File: src/rtl/spi_fsm_param.sv
// spi_fsm_param
//   Control FSM for the SPI memory slave. Sequences the header (address +
//   R/W flag), the read load/shift-out and the write shift-in/commit, with
//   optional burst auto-increment and abort whenever cs is released mid-frame.
//
// Parameters
//   ADDR_BITS  : header length in bits (address MSBs + R/W in LSB), >= 2
//   DATA_WIDTH : bits per data word, >= 2
//   BURST_EN   : 1 = keep transferring words while cs is low, address auto-increments
//
// Ports
//   sclk            in  SPI clock, all state changes on posedge
//   rst_n           in  asynchronous active-low reset
//   cs              in  chip select, active low, synchronous to sclk
//   shift_reg_out_0 in  shift-register bit 0, R/W flag at end of header (1 = read)
//   miso_buff       out MISO buffer enable
//   dm_we           out data memory write enable
//   addr_we         out address latch write enable
//   sr_we           out shift register parallel-load enable
//   addr_inc        out address latch increment pulse (burst only)
//   busy            out high whenever the FSM is not in STANDBY
module spi_fsm_param #(
  parameter int ADDR_BITS  = 8,
  parameter int DATA_WIDTH = 8,
  parameter int BURST_EN   = 0
) (
  input  logic sclk,
  input  logic rst_n,
  input  logic cs,
  input  logic shift_reg_out_0,
  output logic miso_buff,
  output logic dm_we,
  output logic addr_we,
  output logic sr_we,
  output logic addr_inc,
  output logic busy
);

  localparam int MAXW = (ADDR_BITS > DATA_WIDTH) ? ADDR_BITS : DATA_WIDTH;
  localparam int CW   = $clog2(MAXW);

  localparam logic [CW-1:0] ADDR_LAST = CW'(ADDR_BITS - 1);
  // Shift states end one count early: the load/store cycle completes the word.
  localparam logic [CW-1:0] DATA_LAST = CW'(DATA_WIDTH - 2);
  localparam bit            BURST     = (BURST_EN != 0);

  typedef enum logic [2:0] {
    ST_STANDBY     = 3'd0,
    ST_GET_ADDR    = 3'd1,
    ST_READ_LOAD   = 3'd2,
    ST_READ_SHIFT  = 3'd3,
    ST_WRITE_SHIFT = 3'd4,
    ST_WRITE_STORE = 3'd5
  } state_t;

  state_t          r_state;
  logic [CW-1:0]   r_count;
  logic            w_count_addr_last;
  logic            w_count_data_last;

  assign w_count_addr_last = (r_count == ADDR_LAST);
  assign w_count_data_last = (r_count == DATA_LAST);

  always_ff @(posedge sclk or negedge rst_n) begin
    if (!rst_n) begin
      r_state <= ST_STANDBY;
      r_count <= '0;
    end else if (cs && (r_state != ST_STANDBY)) begin
      // cs release aborts any frame; a partial write word is simply dropped
      r_state <= ST_STANDBY;
      r_count <= '0;
    end else begin
      case (r_state)
        ST_STANDBY: begin
          r_count <= '0;
          if (!cs) r_state <= ST_GET_ADDR;
        end
        ST_GET_ADDR: begin
          if (w_count_addr_last) begin
            r_state <= shift_reg_out_0 ? ST_READ_LOAD : ST_WRITE_SHIFT;
            r_count <= '0;
          end else begin
            r_count <= r_count + CW'(1);
          end
        end
        ST_READ_LOAD: begin
          r_state <= ST_READ_SHIFT;
          r_count <= '0;
        end
        ST_READ_SHIFT: begin
          if (w_count_data_last) begin
            r_state <= BURST ? ST_READ_LOAD : ST_STANDBY;
            r_count <= '0;
          end else begin
            r_count <= r_count + CW'(1);
          end
        end
        ST_WRITE_SHIFT: begin
          if (w_count_data_last) begin
            r_state <= ST_WRITE_STORE;
            r_count <= '0;
          end else begin
            r_count <= r_count + CW'(1);
          end
        end
        ST_WRITE_STORE: begin
          r_state <= BURST ? ST_WRITE_SHIFT : ST_STANDBY;
          r_count <= '0;
        end
        default: begin
          r_state <= ST_STANDBY;
          r_count <= '0;
        end
      endcase
    end
  end

  // Outputs are decoded straight from state/count so they fall with rst_n.
  // dm_we/addr_inc in WRITE_STORE are gated by ~cs so an aborting edge never commits.
  always_comb begin
    busy      = (r_state != ST_STANDBY);
    addr_we   = (r_state == ST_GET_ADDR);
    sr_we     = (r_state == ST_READ_LOAD);
    miso_buff = (r_state == ST_READ_SHIFT);
    dm_we     = (r_state == ST_WRITE_STORE) && !cs;
    addr_inc  = BURST && (((r_state == ST_READ_SHIFT) && w_count_data_last) ||
                          ((r_state == ST_WRITE_STORE) && !cs));
  end

endmodule

File: config.mk
export PLATFORM = sky130hd
export DESIGN_NAME = spi_fsm_param
export DESIGN_NICKNAME = d
export VERILOG_FILES = /design/src/rtl/spi_fsm_param.sv
export SDC_FILE = /design/constraint.sdc
export NUM_CORES = 1
export LEC_CHECK = 0
export ABC_AREA = 1
export BUFFER_PORTS_ARGS = -buffer_cell sky130_fd_sc_hd__buf_2
export CAP_MARGIN = 5
export CORE_AREA = 2 2 39 41
export CTS_CLUSTER_DIAMETER = 80
export DETAILED_ROUTE_END_ITERATION = 7
export DIE_AREA = 0 0 41 43
export RECOVER_POWER = 50
export SYNTH_ARGS = -nofsm -noshare
export SYNTH_HDL_FRONTEND = slang
export SYNTH_SLANG_ARGS = --single-unit
File: constraint.sdc
create_clock -name sclk -period 2.25 [get_ports sclk]
set_input_delay 0.3375 -clock sclk [delete_from_list [all_inputs] [get_ports sclk]]
set_output_delay 0.3375 -clock sclk [all_outputs]
set_load 0.02 [all_outputs]
==> results.txt, run 1 <==
After detailed routing, the average wire length per cell comes to 10.6 um. The class of the tightest hold or removal check is input port to flop. Among all flip-flop cells after synthesis, the most frequent one is dfrtp_1. The cts-stage hold buffer count came out at 1. The worst path required time is 1.91 ns. The per-cell via count in the routed design came out at 4.75. Data on the critical path arrives at its endpoint at 1.23 ns. In the layout the commonest cells are 13 x nand2_1, 9 x inv_1, 7 x nand3_1, 7 x buf_2, 6 x dfrtp_1.

The count of nets left with antenna violations once routing finished came out at 0. The count of antenna diodes in the layout came out at 0. TritonCTS built the clock tree. The fmax is 637 MHz. The initial standard-cell utilization of the core is 34.0%. The number of top-level design ports came out at 10. The largest fanout on the critical path is 7. In this run the standard cell core region covers 0.00138 mm2.

The total non-filler cell area in the finished layout is 538 um2. The maximum root-to-sink buffer count came out at 2. Counting flops and latches in the post-synthesis netlist gives 6.

The critical path capture point type is an output pin. The part of the cycle the worst path needs came out at 69.8%. The via count of the routed design is 423. In this run the power density over the cells is 1100 mW/mm2.

The worst setup path is launched from a flop. The clock latency at the later pin of the worst-skew pair came out at 0.24 ns. The number of fillers in the final layout is 146.

The aggregate global-route resource usage came out at 13.2%. The average instance in the mapped netlist occupies 7.47 um2. The number of I/O port buffers is 8. The last weighted congestion value of the routability-driven placer came out at 0.758. The number of max-slew violations in the final report came to 0. The post-cts repair resize count is 0. Walking the worst path, the cells encountered are inv_2 > nor2_2 > nand2_1 > inv_1 > buf_2. The TritonCTS sink count came out at 6. Setup repair after global routing left no endpoint under its margin. The placed wire-length estimate after detailed placement came out at 785 um.

For the finished layout, the period the worst path requires is 1.57 ns. The area taken by flip-flops and latches came out at 150 um2. The total standard cell area after synthesis is 470 um2. The largest net degree at the start of global routing is 9. In this run the static leakage power is 0.000319 uW.

The post-layout utilization of the core came out at 38.9%. The height of the die came out at 43 um. The via count of the first global-routing pass came out at 364. Counting the buffers created by CTS gives 3. The final wirelength is 946 um.

The number of levels the H-tree was split into came out at 1. The residual DRC count came out at 0. The final number of hold-violating endpoints is 0. The critical path is of the flop to output pin type. In this run the horizontal extent of the chip is 41 um.

In this run, the number of DRC markers left after iteration 0 of detailed routing was 11. The total negative setup slack is 0 ns. On the critical path, the stage with the largest delay is an instance of dfrtp_1.

The iteration count of the initial detailed-routing pass came out at 3. The floorplan row count came out at 14. The initial antenna violation count is 0. Sequential cells were found to cover 31.9% of the synthesized design area.

The layout overhead on the synthesized area is 14.4%. The maximum cell stage delay along the critical path is 0.48 ns. The synthesis warning total came out at 0.

The clock-pin transition on the worst setup and hold timing paths came out at 0.04 ns. Once placement finished, the instance area stood at 512 um2. After technology mapping, the gate count stands at 63. The floorplan die area came out at 0.00176 mm2. The net count after synthesis came out at 71. The count of max-cap constraint violations came out at 0.

The first-pass GRT wire length came out at 1480 um. Setup violations remaining at the end of the flow were counted as 0. The post-CTS setup buffer count came out at 0. The multi-input combinational cells in the finished layout cover a total of 255 um2.

The flow ran to the end, and the final reports show no timing, DRC or antenna violations. Leaving out fill and tap cells, the most frequent cell in the layout is nand2_1. The number of nets in the layout is 83. The share of post-route cells with drive strength above 1 came out at 23.3%.

The power consumption came out at 590 uW. Across the routed clock network, the largest skew measured is 0.000319 ns. The root buffer cell is clkbuf_4.

The aggregate global routing overflow came out at 0. The final worst hold slack came out at 0.475 ns. The count of flip-flops with a built-in enable after synthesis came out at 0. The netlist uses 22 different library cells. VDD sags by at most 0.396 mV. After synthesis, the share of flip-flops with an asynchronous set or reset is 100%.
==> power by group <==
part | leakage (uW) | internal, uW | switching (uW)
Clock | 0.0000138 | 60.0 | 33.9
Combinational | 0.000224 | 110 | 200
Sequential | 0.0000812 | 139 | 48.3
Total | 0.000319 | 309 | 282
==> flip-flops by register name, indices dropped and copies added (netlist names) <==
| register | count |
|---|---|
| r_state | 3 |
| r_count | 3 |
==> synthesized netlist by cell type (all sizes together) (2+ instances only) <==
master | count | area (um2)
nand2 | 15 | 61.3
inv | 11 | 41.3
nand3 | 8 | 50.1
dfrtp | 6 | 150
ha | 4 | 50.1
nor2 | 4 | 20.0
nand4 | 3 | 18.8
a21oi | 2 | 10.0
buf | 2 | 18.8
==> worst max-delay path, delay by kind of cell (launching register included) <==
family        cells  cell delay (ns)
buf+inv           3             0.32
flops             1             0.48
simple gates      2             0.20
==> kinds of logic (layout without fill, tap and decap cells) <==
logic type / Yosys count / after routing / share of synthesized area, %
adders and majority gates: 4 / 4 / 10.6
other: 1 / 1 / 0.797
buffers and inverters: 13 / 23 / 12.8
and+or+nand+nor: 34 / 34 / 37.5
AOI/OAI and AO/OA: 5 / 5 / 6.38
DFF: 6 / 6 / 31.9
==> final timing paths <==
kind | end | slack (ns) | start | cells past startpoint
max | miso_buff | 0.68 | r_state[0] | 5
min | r_count[2] | 0.47 | cs | 4
max reg2reg | r_state[0] | 0.93 | r_count[0] | 7
min reg2reg | r_count[0] | 0.64 | r_count[0] | 2
max in group asynchronous | r_state[0] | 1.47 | rst_n | 2
min in group asynchronous | r_count[2] | 0.52 | rst_n | 2
==> final cells by class <==
class                      instances  share of cell area [%]
multi-input combinational         44                    47.4
sequential                         6                    27.9
timing repair buffer               9                    9.07
inverter                          11                    7.67
clock buffer                       3                    4.19
tap                               16                    3.72
==> routing by layer <==
metal,GRT usage (%),part of all wire [%],vias to the layer above
li1,-,-,225
met5,0,0,-
met4,10.0,1.1,0
met2,17.2,48,3
met1,16.8,49,193
met3,4.71,2.1,2
==> metrics by stage <==
step / cells / setup WS [ns]
6_report: 89 / 0.680
4_1_cts: 89 / 0.684
3_3_place_gp: 85 / 0.923
2_1_floorplan: 63 / 0.708
5_1_grt: 89 / 0.597
3_5_place_dp: 85 / 0.946
No activity file was read; power rests on OpenSTA's default activity.
==> inputs of run 2 (changes only) <==
Clock period 2.25 ns to 1.55 ns, I/O delays scaled along.
==> run 2 against run 1 <==
Die area unchanged. Routed wire length up 10%. Hold slack worse by 0.11 ns. Sequential power up 49%. Final cell count did not move. Register-to-register slack got worse by 0.69 ns. Clock power rose by 47%. Power is 47% higher. Design area grew 1.6%. Sequential cell count did not move. Largest power group unchanged.
==> results.txt, run 2 (same netlist as run 1, synthesis figures left out) <==
The worst clock skew on the final layout is 0.00341 ns (+0.00309 ns). The final number of hold-violating endpoints came to 0 (unchanged). The number of placed instances, taps included is 85 (unchanged). The final worst hold slack is 0.361 ns (-0.113 ns). The class of the tightest hold or removal check is input port to flop. The filler-free cell count of the finished design was 89 (unchanged).

The leading cell type in the layout, fill and taps excluded is nand2_1. The height of the die came out at 43 um (unchanged). In the final layout, the registers with the most flip-flops are r_count x3, r_state x3. The floorplan die area came out at 0.00176 mm2 (unchanged). The total negative setup slack was 0 ns (unchanged). The number of levels the H-tree was split into came to 1 (unchanged). The count of antenna diodes in the layout came out at 0 (unchanged). The worst setup path is captured at an output pin. STA classifies the critical path startpoint as a flop. The CTS buffer count came out at 3 (unchanged). The number of DRC violations after detailed-routing iteration 0 is 10 (-1). The maximum root-to-sink buffer count came out at 2 (unchanged). The clock-pin transition on the worst setup and hold timing paths is 0.04 ns (about the same). The largest net degree at the start of global routing is 9 (unchanged). The last weighted congestion value of the routability-driven placer came to 0.755 (-0.42%). The TritonCTS sink count came to 6 (unchanged). The part of the cycle the worst path needs came out at 93.3%.

The largest fanout on the critical path came out at 8 (+1). The aggregate global-route resource usage came out at 14.2% (+1.1 points). The residual DRC count is 0 (unchanged). The first-pass GRT wire length is 1670 um (+13%).

The worst path arrival time was 1.21 ns (-0.02 ns). The ratio of total power to cell area was 1580 mW/mm2 (+44%). The post-layout utilization of the core came out at 39.5% (+0.63 points). TritonCTS built the clock tree.

The number of max-slew violations in the final report came out at 0 (unchanged). The tree is rooted in a clkbuf_4. The area growth from synthesis to layout is 16.2%. The number of top-level design ports is 10 (unchanged). The critical path in this run is classified as flop to output pin. The width of the chip is 41 um (unchanged). The initial standard-cell utilization of the core is 34.0% (unchanged). The via count of the first global-routing pass came to 419 (+15%). The initial antenna violation count is 0 (unchanged). The run finished with clean final reports. The final wirelength is 1040 um (+10%). The mean routed wirelength per cell came out at 11.7 um (+10%). The number of I/O port buffers came out at 8 (unchanged). The number of nets in the layout came out at 83 (unchanged). The number of setup violations in the final report came out at 0 (unchanged). The count of max-cap constraint violations is 0 (unchanged). The power consumption came to 867 uW (+47%). The floorplan row count is 14 (unchanged). The worst register-to-register path begins at r_count[0]. The aggregate global routing overflow came out at 0 (unchanged). The worst path required time is 1.32 ns (-0.59 ns). The post-CTS setup buffer count is 0 (unchanged).

The peak ir drop on the vdd network is 0.575 mV (+45%). The library cells used most frequently in the layout, excluding fill and tap cells, are 13 x nand2_1, 9 x inv_1, 7 x nand3_1, 7 x buf_2. The iteration count of the initial detailed-routing pass is 4 (+1). The clock latency at the later pin of the worst-skew pair came out at 0.24 ns (about the same).

The critical path starts at r_state[1]. The reported leakage power is 0.000316 uW (-0.81%). In this run the most critical hold path is launched from cs. The fmax is 691 MHz. The number of nets still failing antenna checks after routing is 0 (unchanged).

Setup repair after global routing left no endpoint under its margin. The share of post-route cells with drive strength above 1 is 27.4% (+4.1 points). The placed wire-length estimate after detailed placement is 802 um (+2.1%). The via count of the routed design came out at 439 (+3.8%). The per-cell via count in the routed design was 4.93 (+3.8%). The clock period minus worst slack is 1.45 ns.

The placeable core area came out at 0.00138 mm2 (unchanged).
[run 2: changes by cell type in the layout (fill, tap and decap cells not counted)]
cell | before | now
dfrtp_1 | 6 | 4
dfrtp_2 | 0 | 2
nor4_1 | 1 | 0
nor4_2 | 0 | 1
[run 2: path summary, 6_finish.rpt]
path / cells past startpoint / slack [ns] / to
setup / recovery: 4 / 0.10 / addr_we
hold / removal: 4 / 0.36 / r_state[2]
setup reg to reg: 7 / 0.24 / r_state[0]
hold reg to reg: 2 / 0.63 / r_count[0]
max in group asynchronous: 2 / 0.88 / r_state[2]
min in group asynchronous: 2 / 0.40 / r_state[1]
[run 2: where the power goes]
group	leakage [uW]	internal, uW	total (uW)	switching [uW]
Sequential	0.0000783	206	279	73.0
Combinational	0.000224	162	450	288
Clock	0.0000138	87.2	138	50.7
Total	0.000316	455	867	412
[run 2: metrics by stage]
stage               setup WS, ns  area (um2)
CTS                       0.0470         544
global route              0.0209         547
global placement           0.308         512
finish                     0.104         547
detailed placement         0.268         512
floorplan                  0.113         470
[run 2: timing repair]
action | in CTS | in global routing
resized for setup | 0 | 3
endpoints found under the hold margin | 6 | 0
hold buffers | 1 | 0
setup endpoints to repair | 0 | 2
[run 2: cell type report]
class | instances | area, um2
fillers | 150 | 837
multi-input cells | 44 | 262
flip-flops and latches | 6 | 153
repair buffers | 9 | 48.8
inverters | 11 | 41.3
clock buffers | 3 | 22.5
well taps | 16 | 20.0
[run 2: per-layer routing]
metal	routed length (um)	GRT usage [%]	up-vias
li1	-	-	222
met1	450	14.7	208
met2	542	23.4	9
met3	52	9.42	0
met4	0	2.00	0
met5	0	0	-
[run 2: critical path, stage by stage (launching register included)]
cell,delay (ns)
dfrtp_1,0.48
inv_1,0.15
nand3_2,0.13
inv_1,0.06
buf_2,0.15
==> inputs of run 3 (changes only) <==
Settings changed: PLACE_DENSITY set to 0.59.
==> run 3 against run 2 <==
Utilization down 0.54 points. Critical path depth unchanged. Clock power up 3%. First-iteration DRC count up 30%. Design area down 1.4%. Largest power group unchanged. Register-to-register slack better by 0.04 ns. Hold slack worse by 0.020 ns.
==> results.txt, run 3 (same netlist as run 1, synthesis figures left out) <==
The per-cell via count in the routed design came out at 4.70 (-4.8%). The last weighted congestion value of the routability-driven placer is 0.816 (+8.1%). The width of the chip came out at 41 um (unchanged). The run finished with clean final reports. By instance count, the cell type seen most on the critical path is inv_1. The placeable core area is 0.00138 mm2 (unchanged). The initial antenna violation count was 0 (unchanged).

The path with the worst hold slack has its endpoint at r_state[1]. Setup repair after global routing left no endpoint under its margin. Leaving out fill and tap cells, the most frequent cell in the layout is nand2_1.

The clock-pin transition on the worst setup and hold timing paths is 0.05 ns (about the same). The final wirelength is 899 um (-14%). The number of setup violations in the final report was 0 (unchanged). The count of antenna diodes in the layout is 0 (unchanged). The first-pass GRT wire length is 1460 um (-12%). The critical path is of the flop to output pin type. The peak ir drop on the vdd network is 0.577 mV (+0.49%). The worst path required time is 1.32 ns (about the same).

The residual DRC count is 0 (unchanged). The worst register-to-register path ends at r_count[0]. The slowest stage of the critical path is the dfrtp_1 cell. The filler-free cell count of the finished design came out at 89 (unchanged). The TritonCTS sink count is 6 (unchanged).

The number of max-slew violations in the final report was 0 (unchanged). The final number of hold-violating endpoints came out at 0 (unchanged). The worst register-to-register path begins at r_count[0].

The aggregate global routing overflow came out at 0 (unchanged). The largest registers in the layout are r_count x3, r_state x3. The height of the die came out at 43 um (unchanged). The total negative setup slack came out at 0 ns (unchanged). The fmax is 703 MHz (+1.6%). The number of cells traversed by the worst register-to-register path is 6 (-1).

In this run the most critical hold path is launched from cs. The initial standard-cell utilization of the core came out at 34.0% (unchanged). The number of top-level design ports came out at 10 (unchanged). In the layout the commonest cells are 13 x nand2_1, 9 x inv_1, 7 x nand3_1, 7 x buf_2, 5 x dfrtp_1.

The post-CTS setup buffer count is 0 (unchanged). The floorplan die area came out at 0.00176 mm2 (unchanged). The worst clock skew on the final layout came out at 0.00524 ns (+0.00184 ns). The ratio of total power to cell area came to 1570 mW/mm2 (-0.72%). The CTS buffer count came out at 3 (unchanged). The number of placed instances, taps included came out at 85 (unchanged). The tree is rooted in a clkbuf_4.

The worst setup path is captured at an output pin. The number of I/O port buffers is 8 (unchanged). The aggregate global-route resource usage was 13.1% (-1.1 points). The number of levels the H-tree was split into was 1 (unchanged). The slack of the worst reg-to-reg path is 0.28 ns (+0.04 ns).

The iteration count of the initial detailed-routing pass is 3 (-1). The via count of the first global-routing pass is 347 (-17%). The part of the cycle the worst path needs came to 91.8% (-1.5 points). The count of max-cap constraint violations came to 0 (unchanged). The count of buffering cells on the critical path with inverters included came out at 3 (unchanged).

The min-delay analysis places its worst path in the category input port to flop. The placed wire-length estimate after detailed placement came out at 733 um (-8.6%). The worst path arrival time was 1.19 ns (-0.02 ns). The number of nets still failing antenna checks after routing is 0 (unchanged).

The worst hold path depth came out at 4 (unchanged). TritonCTS built the clock tree. The critical path goes through inv_1 > nand3_2 > inv_1 > buf_2.

The family with the most delay on the worst path is flip-flops. The share of post-route cells with drive strength above 1 is 24.7% (-2.7 points). The largest fanout on the critical path was 8 (unchanged).

The mean routed wirelength per cell came out at 10.1 um (-14%). The largest net degree at the start of global routing is 9 (unchanged). The number of DRC violations after detailed-routing iteration 0 is 13 (+3). The kind of start point of the critical path is a flop. The floorplan row count came out at 14 (unchanged). The clock period minus worst slack came out at 1.42 ns (-0.0234 ns). The via count of the routed design came out at 418 (-4.8%).

The maximum cell stage delay along the critical path came out at 0.46 ns (-0.02 ns). The maximum root-to-sink buffer count is 2 (unchanged). The number of nets in the layout came out at 83 (unchanged). The reported leakage power is 0.000317 uW (+0.40%). The area growth from synthesis to layout is 14.6%.

The clock latency at the later pin of the worst-skew pair came out at 0.24 ns (about the same).
## run 3: cell counts in the layout (fill, tap and decap cells not counted)
Identical to the previous run, type by type.
## run 3: final cells by class
| type | count | area [um2] |
|---|---|---|
| Clock buffer | 3 | 22.5 |
| Timing Repair Buffer | 9 | 48.8 |
| Inverter | 11 | 41.3 |
| Sequential cell | 6 | 151 |
| Fill cell | 155 | 845 |
| Tap cell | 16 | 20.0 |
| Multi-Input combinational cell | 44 | 255 |
## run 3: worst max-delay path by stage
stage                          start          to  depth (start not counted)
after floorplan           r_state[1]       dm_we                          2
after global placement    r_state[0]   miso_buff                          5
after detailed placement  r_count[0]  r_state[0]                          6
after CTS                 r_state[0]   miso_buff                          5
after global routing      r_state[1]     addr_we                          4
final                     r_state[1]     addr_we                          4
## run 3: routing by layer
layer	GRT usage [%]	vias up	routed length, um
met2	16.9	6	425
li1	-	223	-
met3	9.42	2	47
met5	0	-	0
met1	16.0	187	417
met4	6.00	0	9
## run 3: power by group
group / internal (uW) / total [uW] / switching, uW
Combinational: 159 / 434 / 274
Sequential: 204 / 273 / 68.8
Clock: 87.4 / 142 / 54.4
Total: 451 / 848 / 398
## run 3: timing repair
| action | in CTS | in global routing |
|---|---|---|
| hold buffers | 1 | 0 |
| endpoints found under the setup margin | 0 | 1 |
| hold endpoints to repair | 6 | 0 |
| resized for setup | 0 | 1 |
## run 3: worst register-to-register path, cell delays in order, from the launching register on
cell and delay [ns]:
dfrtp_1 0.36, inv_1 0.06, ha_1 0.20, nand2_1 0.13
nand3_1 0.18, nand2_1 0.13, and3_1 0.15
## run 3: through the flow
stage / worst slack (ns) / area (um2) / utilization [%] / power (uW) / hold slack (ns)
4_1_cts: 0.0526 / 544 / 39.3 / 866 / 0.329
5_1_grt: 0.0308 / 539 / 39.0 / 934 / 0.368
3_3_place_gp: 0.309 / 512 / 37.0 / 721 / 0.0701
2_1_floorplan: 0.113 / 470 / - / 617 / -0.0631
3_5_place_dp: 0.306 / 512 / 37.0 / 714 / 0.0701
6_report: 0.127 / 539 / 39.0 / 848 / 0.341
